--- src/rtl/dot_product_sched.sv ---
// rtl/dot_product_sched.sv - round-robin job scheduler in front of one streaming dot-product engine
// Optional: DOT_PRODUCT_SCHED_RUN_WAIT_EN makes DRAIN wait on eng_run (with timeout) instead of a fixed count.
module dot_product_sched #(
  parameter int DATA_WIDTH = 8,
  parameter int ACC_WIDTH  = 18,
  parameter int N_REQ      = 2,
  parameter int VEC_LEN    = 13,
  parameter int CLR_CYCLES = 5,
  parameter int ENG_LAT    = 2
) (
  input  logic                          clk,
  input  logic                          resetn_tb,
  input  logic [N_REQ-1:0]              req_valid,
  input  logic [N_REQ*DATA_WIDTH-1:0]   req_data,
  output logic [N_REQ-1:0]              req_ready,
  output logic                          eng_clr_n,
  output logic [DATA_WIDTH-1:0]         eng_din,
  input  logic [ACC_WIDTH-1:0]          eng_dout,
  input  logic                          eng_run,
  output logic                          rsp_valid,
  output logic [$clog2(N_REQ)-1:0]      rsp_id,
  output logic [ACC_WIDTH-1:0]          rsp_data,
  output logic                          rsp_err,
  output logic                          busy
);

  localparam int ID_W  = $clog2(N_REQ);
  localparam int MAX_A = (VEC_LEN > CLR_CYCLES) ? VEC_LEN : CLR_CYCLES;
  localparam int MAX_B = (MAX_A > ENG_LAT) ? MAX_A : ENG_LAT;
`ifdef DOT_PRODUCT_SCHED_RUN_WAIT_EN
  localparam int RUN_TIMEOUT = 4 * ENG_LAT + 4;
  localparam int CNT_MAX     = (MAX_B > RUN_TIMEOUT) ? MAX_B : RUN_TIMEOUT;
`else
  localparam int CNT_MAX     = MAX_B;
`endif
  localparam int CNT_W = $clog2(CNT_MAX + 1);

  typedef enum logic [2:0] {
    IDLE   = 3'd0,
    CLEAR  = 3'd1,
    STREAM = 3'd2,
    DRAIN  = 3'd3,
    RESP   = 3'd4
  } state_t;

  state_t                state_q, state_d;
  logic [ID_W-1:0]       ptr_q, ptr_d;
  logic [ID_W-1:0]       gnt_q, gnt_d;
  logic [CNT_W-1:0]      cnt_q, cnt_d;
  logic                  clr_n_q, clr_n_d;
  logic [DATA_WIDTH-1:0] din_q, din_d;
  logic [ID_W-1:0]       rsp_id_q, rsp_id_d;
  logic [ACC_WIDTH-1:0]  rsp_data_q, rsp_data_d;
  logic                  rsp_err_q, rsp_err_d;

  logic                  pick_found;
  logic [ID_W-1:0]       pick_id;
  logic [ID_W:0]         pick_idx;
  logic                  cur_valid;
  logic [DATA_WIDTH-1:0] cur_data;

`ifndef DOT_PRODUCT_SCHED_RUN_WAIT_EN
  logic unused_eng_run;
  assign unused_eng_run = eng_run;
`endif

  // Rotating priority search: first valid requester at or above the pointer, wrapping.
  always_comb begin
    pick_found = 1'b0;
    pick_id    = '0;
    pick_idx   = '0;
    for (int k = 0; k < N_REQ; k++) begin
      pick_idx = {1'b0, ptr_q} + (ID_W+1)'(k);
      if (pick_idx >= (ID_W+1)'(N_REQ)) begin
        pick_idx = pick_idx - (ID_W+1)'(N_REQ);
      end
      if (!pick_found && req_valid[pick_idx[ID_W-1:0]]) begin
        pick_found = 1'b1;
        pick_id    = pick_idx[ID_W-1:0];
      end
    end
  end

  always_comb begin
    cur_data = '0;
    for (int i = 0; i < N_REQ; i++) begin
      if (gnt_q == ID_W'(i)) begin
        cur_data = req_data[i*DATA_WIDTH +: DATA_WIDTH];
      end
    end
  end

  assign cur_valid = req_valid[gnt_q];

  always_comb begin
    state_d    = state_q;
    ptr_d      = ptr_q;
    gnt_d      = gnt_q;
    cnt_d      = cnt_q;
    clr_n_d    = 1'b1;
    din_d      = '0;
    rsp_id_d   = rsp_id_q;
    rsp_data_d = rsp_data_q;
    rsp_err_d  = rsp_err_q;
    req_ready  = '0;

    case (state_q)
      IDLE: begin
        if (pick_found) begin
          gnt_d   = pick_id;
          ptr_d   = (pick_id == ID_W'(N_REQ-1)) ? '0 : pick_id + ID_W'(1);
          cnt_d   = '0;
          clr_n_d = 1'b0;
          state_d = CLEAR;
        end
      end

      CLEAR: begin
        // Clear is registered, so it was already driven low on the grant edge.
        if (cnt_q == CNT_W'(CLR_CYCLES-1)) begin
          cnt_d   = '0;
          state_d = STREAM;
        end else begin
          cnt_d   = cnt_q + CNT_W'(1);
          clr_n_d = 1'b0;
        end
      end

      STREAM: begin
        req_ready[gnt_q] = 1'b1;
        if (cur_valid) begin
          din_d = cur_data;
          if (cnt_q == CNT_W'(VEC_LEN-1)) begin
            cnt_d   = '0;
            state_d = DRAIN;
          end else begin
            cnt_d = cnt_q + CNT_W'(1);
          end
        end else if (cnt_q != '0) begin
          clr_n_d    = 1'b0;
          rsp_err_d  = 1'b1;
          rsp_data_d = '0;
          rsp_id_d   = gnt_q;
          state_d    = RESP;
        end
      end

      DRAIN: begin
`ifdef DOT_PRODUCT_SCHED_RUN_WAIT_EN
        if (eng_run) begin
          rsp_data_d = eng_dout;
          rsp_err_d  = 1'b0;
          rsp_id_d   = gnt_q;
          state_d    = RESP;
        end else if (cnt_q == CNT_W'(RUN_TIMEOUT-1)) begin
          rsp_data_d = '0;
          rsp_err_d  = 1'b1;
          rsp_id_d   = gnt_q;
          state_d    = RESP;
        end else begin
          cnt_d = cnt_q + CNT_W'(1);
        end
`else
        // cnt_q == 0 is the cycle the last sample sits on eng_din.
        if (cnt_q == CNT_W'(ENG_LAT)) begin
          rsp_data_d = eng_dout;
          rsp_err_d  = 1'b0;
          rsp_id_d   = gnt_q;
          state_d    = RESP;
        end else begin
          cnt_d = cnt_q + CNT_W'(1);
        end
`endif
      end

      RESP: begin
        state_d = IDLE;
      end

      default: begin
        state_d = IDLE;
      end
    endcase
  end

  always_ff @(posedge clk or negedge resetn_tb) begin
    if (!resetn_tb) begin
      state_q    <= IDLE;
      ptr_q      <= '0;
      gnt_q      <= '0;
      cnt_q      <= '0;
      clr_n_q    <= 1'b0;
      din_q      <= '0;
      rsp_id_q   <= '0;
      rsp_data_q <= '0;
      rsp_err_q  <= 1'b0;
    end else begin
      state_q    <= state_d;
      ptr_q      <= ptr_d;
      gnt_q      <= gnt_d;
      cnt_q      <= cnt_d;
      clr_n_q    <= clr_n_d;
      din_q      <= din_d;
      rsp_id_q   <= rsp_id_d;
      rsp_data_q <= rsp_data_d;
      rsp_err_q  <= rsp_err_d;
    end
  end

  assign eng_clr_n = clr_n_q;
  assign eng_din   = din_q;
  assign rsp_valid = (state_q == RESP);
  assign rsp_id    = rsp_id_q;
  assign rsp_data  = rsp_data_q;
  assign rsp_err   = rsp_err_q;
  assign busy      = (state_q != IDLE);

endmodule

--- config.mk ---
export PLATFORM = sky130hd
export DESIGN_NAME = dot_product_sched
export DESIGN_NICKNAME = d
export VERILOG_FILES = /design/src/rtl/dot_product_sched.sv
export SDC_FILE = /design/constraint.sdc
export NUM_CORES = 1
export LEC_CHECK = 0
export ABC_AREA = 1
export ABC_CLOCK_PERIOD_IN_PS = 1970
export BUFFER_PORTS_ARGS = -buffer_cell sky130_fd_sc_hd__buf_2
export CAP_MARGIN = 20
export CELL_PAD_IN_SITES_DETAIL_PLACEMENT = 1
export CELL_PAD_IN_SITES_GLOBAL_PLACEMENT = 1
export CORE_UTILIZATION = 34
export CTS_BUF_LIST = sky130_fd_sc_hd__clkbuf_16
export DETAILED_ROUTE_END_ITERATION = 6
export PLACE_DENSITY_LB_ADDON = 0.1
export SKIP_LAST_GASP = 1
export SYNTH_ARGS = -nofsm -noshare
export SYNTH_HDL_FRONTEND = slang
export SYNTH_SLANG_ARGS = --single-unit
--- constraint.sdc ---
create_clock -name clk -period 1.97 [get_ports clk]
set_input_delay 0.0985 -clock clk [delete_from_list [all_inputs] [get_ports clk]]
set_output_delay 0.0985 -clock clk [all_outputs]
set_load 0.05 [all_outputs]
# --- Yosys cells after proc, flatten, opt, wreduce, memory -nomap -nowiden ---
# Index checks and enable logic that the tools add are counted.
classes:
  n_eq_ne: 16
  reduce_logical: 12
  magnitude_cmp: 6
  n_addsub: 5
  n_mux: 49
ops:
  columns: ["operator", "n"]
  rows:
  - ["two-way mux 18 bit", 3]
  - ["case mux 18 bit (2 select lines)", 1]
  - ["two-way mux 1 bit", 24]
  - ["two-way mux 8 bit", 3]
  - ["two-way mux 4 bit", 5]
  - ["two-way mux 3 bit", 6]
  - ["case mux 4 bit (4 select lines)", 1]
  - ["inequality test 2 bit (second input constant)", 7]
  - ["case mux 3 bit (4 select lines)", 1]
  - ["AND reduction 4 bit", 2]
  - ["nonzero test 4 bit", 2]
  - ["equality test 3 x 2 -> 1 bit (second input constant)", 2]
  - ["< comparator 1 x 2 -> 1 bit (second input constant)", 3]
  - ["inequality test 3 bit (second input constant)", 2]
  - ["AND reduction 5 bit", 1]
  - ["adder 4 x 1 -> 4 bit (second input constant)", 1]
  - ["equality test 4 x 2 -> 1 bit (second input constant)", 1]
  - ["equality test 4 x 3 -> 1 bit (second input constant)", 1]
  - ["equality test 4 bit (second input constant)", 1]
  - ["case mux 1 bit (2 select lines)", 2]
  - ["equality test 3 x 1 -> 1 bit (second input constant)", 1]
  - ["equality test 3 bit (second input constant)", 1]
  - ["zero test 3 bit", 1]
  - ["case mux 1 bit (3 select lines)", 1]
  - ["other kinds (13)", 15]
word_totals:
  wordCells: 97
  in_bits: 39
  ff_bits: 38
  output_inout_bits: 33

# --- Longest topological paths before layout ---
logic_depth:
  word_depth: 10
  mapped_depth: 10
  depth_no_buf: 9

# --- Worst setup path before layout ---
# Ideal clock, no wire load.
synth_path:
  path_kind: "flip-flop to output port"
  start: "reg state_q[2]"
  end: "out rsp_valid"
  required_time_ns: 1.871
  path_stages_with_launch: 3
  t_arrival_ns: 1.553
  n_path_buf: 0
  path_slack_ns: 0.318
  cell_sequence: "dfrtp_1 inv_2 nor3_1"
synth_via:
  elab_chain_len: 1
synth_rtl:
  columns: ["element", "line_no", "source"]
  rows:
  - ["from (decl)", "46", "state_t state_q, state_d;"]
  - ["from (signal assigned)", "198", "state_q <= state_d;"]
  - ["equality test 3 bit", "212", "assign rsp_valid = (state_q == RESP);"]
  - ["to (decl)", "20", "output logic rsp_valid,"]
# Every way passes these cells.

# --- Worst setup path after layout ---
layout_path:
  start: "reg cnt_q[0]"
  end: "reg rsp_id_q, in the netlist rsp_id"
layout_via:
  elab_chain_len: 3
  elab_cells_between_ends: 5
  classes_between: "eq/ne (3); reduce/logical (2)"
layout_rtl:
  columns: ["element", "line_no", "source"]
  rows:
  - ["from (decl)", "49", "logic [CNT_W-1:0] cnt_q, cnt_d;"]
  - ["from (signal assigned)", "201", "cnt_q <= cnt_d;"]
  - ["equality test 4 x 2 -> 1 bit / nonzero test 4 bit (equally long branches)", "165, 139", null]
  - ["inequality test 2 bit (no line)", null, null]
  - ["AND reduction 4 bit (no line) *", null, null]
  - ["to (signal assigned)", "204", "rsp_id_q <= rsp_id_d;"]
  - ["to (decl)", "52", "logic [ID_W-1:0] rsp_id_q, rsp_id_d;"]
# Every way passes the cells marked *; elsewhere a longest branch is shown, timed or not.
# A chain may end at the register's enable or synchronous reset.

==> flow_summary.ini <==
[place]
portBuffers = 70
post_dp_cell_area_mm2 = 0.00229
hpwl_um = 3530
gp_congestion = 0.749

[job]
maxCapViolCount = 0

[grt]
gr-usage-met1 = 0.228
grt.busiest_layer = met2
grt_usage = 0.177
grt_pass1_wl_um = 8250
grt_util_met3 = 0.0479
grt_pass1_vias = 1744
met2_usage = 0.296
gr-total-overflow = 0
grt_max_degree = 22
antenna_found_initial = 0

[logic_synthesis]
netlist.area_leader.share = 0.507
synth.avg_cell_area_um2 = 8.26
netlist.top_cell.by_area = dfrtp_1
synth.area.top_cells = dfrtp_1, nand2_1, nand2_2
ys_types = 25
syn_inst = 227
synth.cell_area_mm2 = 0.00187
yosys_warnings = 0
synth-seq-cells = 38
ys_seq_area_frac = 0.507
syn_nets = 269

[die]
io_pins = 72
die_area_mm2 = 0.00581
rows = 26
die_w_um = 76.2
start_util = 0.360
coreArea_mm2 = 0.00520
die_h_um = 76.2

[clocking]
cts.htree.levels = 2
cts_tree = done
clock_sinks = 38
clk_path_buf_depth = 2
cts.clk_slew.worst_paths_ns = 0.06
cts_root_buffer = clkbuf_16
numCtsBuffers = 5
clk_latency_ns = 0.27
cts_setup_buffers = 0

[worst_setup_path]
crit_family = simple AND/OR/NAND/NOR gates
end_kind = flop
crit_required_ns = 2.13
critPathMaxFanout = 21
r2r_cells = 9
path_class = reg2reg
start_kind = flop
crit_chain = inv_1, ha_1, nand2_1, nand2_2, clkinv_1, nor2_4, nand2_4, nand2_1, nand2_1
cp.depth = 9
crit_top_cell = nand2_1
slowest_delay_ns = 0.41
r2r_slack_ns = 0.34
path_buf_inv = 2
cp_slowest_cell = dfrtp_1
cp.arrival_ns = 1.79

[route]
ant_nets = 0
drt_iter0_drc = 59
drt-pass1-iter-count = 4
post_drt_wl_per_cell_um = 12.5
route.detailed.drc = 0
via_per_inst = 4.52
vias = 1685
wirelength_um = 4660

[timing]
hold_viol_final = 0
worstMarginPinSlew_ns = 0.329
slew_headroom = 0.780
finalSetupTns_ns = 0
rsz0062_at_grt = false
period_needed_ns = 1.63
fmax_mhz = 614
finalCritPeriodShare = 0.827
finalClockSkew_ns = 0.00728
slew_violations = 0
setup_viol = 0

[final_layout]
area_growth_pct = 29.7
drive_above_1_share = 0.373
stdcell_area_mm2 = 0.00243
layout_common_cells = nand2_1, buf_2, dfrtp_1, nand2_2, nand3_1
final_nets = 345
layout_commonest_cell = nand2_1
antenna_cells = 0

[pwr]
powerDensity_mw_per_mm2 = 1820
leakage_nw = 1.45
power_w = 0.00442
ir_drop_mv = 0.730

[hold_path]
whs_path_depth = 3
holdCritPathClass = in2reg

[outcome]
run_status = completed
==> path summary, 6_finish.rpt <==
path,startpoint,to
setup reg to reg,cnt_q[0]$_DFFE_PN0P_,rsp_id$_DFFE_PN0P_
hold / removal,eng_dout[8],rsp_data[8]$_DFFE_PN0P_
max in group asynchronous,resetn_tb,eng_din[3]$_DFF_PN0_
hold reg to reg,rsp_err$_DFFE_PN0P_,rsp_err$_DFFE_PN0P_
setup / recovery,cnt_q[0]$_DFFE_PN0P_,rsp_id$_DFFE_PN0P_
min in group asynchronous,resetn_tb,cnt_q[2]$_DFFE_PN0P_
==> metrics by stage <==
step | utilization | hold WS (ns) | setup WS [ns] | cells
after floorplan | - | -0.197 | 0.318 | 227
after global placement | 0.439 | 0.0211 | 0.388 | 365
after detailed placement | 0.439 | 0.0210 | 0.363 | 365
after CTS | 0.467 | 0.0221 | 0.304 | 373
after global routing | 0.467 | 0.0247 | 0.190 | 373
final | 0.467 | 0.0212 | 0.341 | 373
==> Yosys cell counts (all sizes together) <==
cell type and number:
o21bai 1, nand3 17, nor2 15, nand2 113
inv 16, nor3 1, nand4 1, or2 1
nand3b 1, clkinv 1, dfrtp 38, xor2 2
ha 3, o21ai 1, buf 4, a21oi 10
clkbuf 2
==> timing repair <==
item                      CTS  global route
hold endpoints to repair   13             0
hold buffers                1             0
resized for setup           0             0
==> flip-flops by register name (all words and copies together), names as in the netlist <==
name and count:
cnt_q 4, eng_din 8, eng_clr_n 1, rsp_data 18, ptr_q 1, rsp_err 1
gnt_q 1, state_q 3, rsp_id 1
==> where the power goes <==
part           internal, W  switching (W)
logic             0.000607        0.00176
clock network     0.000456       0.000286
registers          0.00107       0.000234
total              0.00214        0.00228
==> worst min-delay path, cell delays in order <==
cell and delay, ns:
buf_2 0.07, nand2_1 0.04, nand2_1 0.05
==> cell type report <==
type,instances,area [um^2]
fill,679,2770
sequential,38,951
multi-input combinational,166,803
timing repair buffer,75,390
clock buffer,5,125
tap,70,87.6
inverter,17,63.8
clock inverter,2,10.0
==> layer usage <==
layer / wire [um] / part of all wire / vias up
met3: 281 / 0.060 / 5
met1: 2120 / 0.45 / 780
li1: - / - / 847
met4: 31 / 0.0067 / 0
met5: 0 / 0 / -
met2: 2220 / 0.48 / 53
==> cells by family (layout without fill, tap and decap cells) <==
group	after synthesis	in the layout	synth area share
AOI/OAI and AO/OA	12	12	0.0334
xor gates and xnor gates	2	2	0.00935
adders and majority gates	3	3	0.0200
buffers and inverters	23	99	0.0641
DFF	38	38	0.507
and+or+nand+nor	149	149	0.366
No activity file was read; power rests on OpenSTA's default activity.
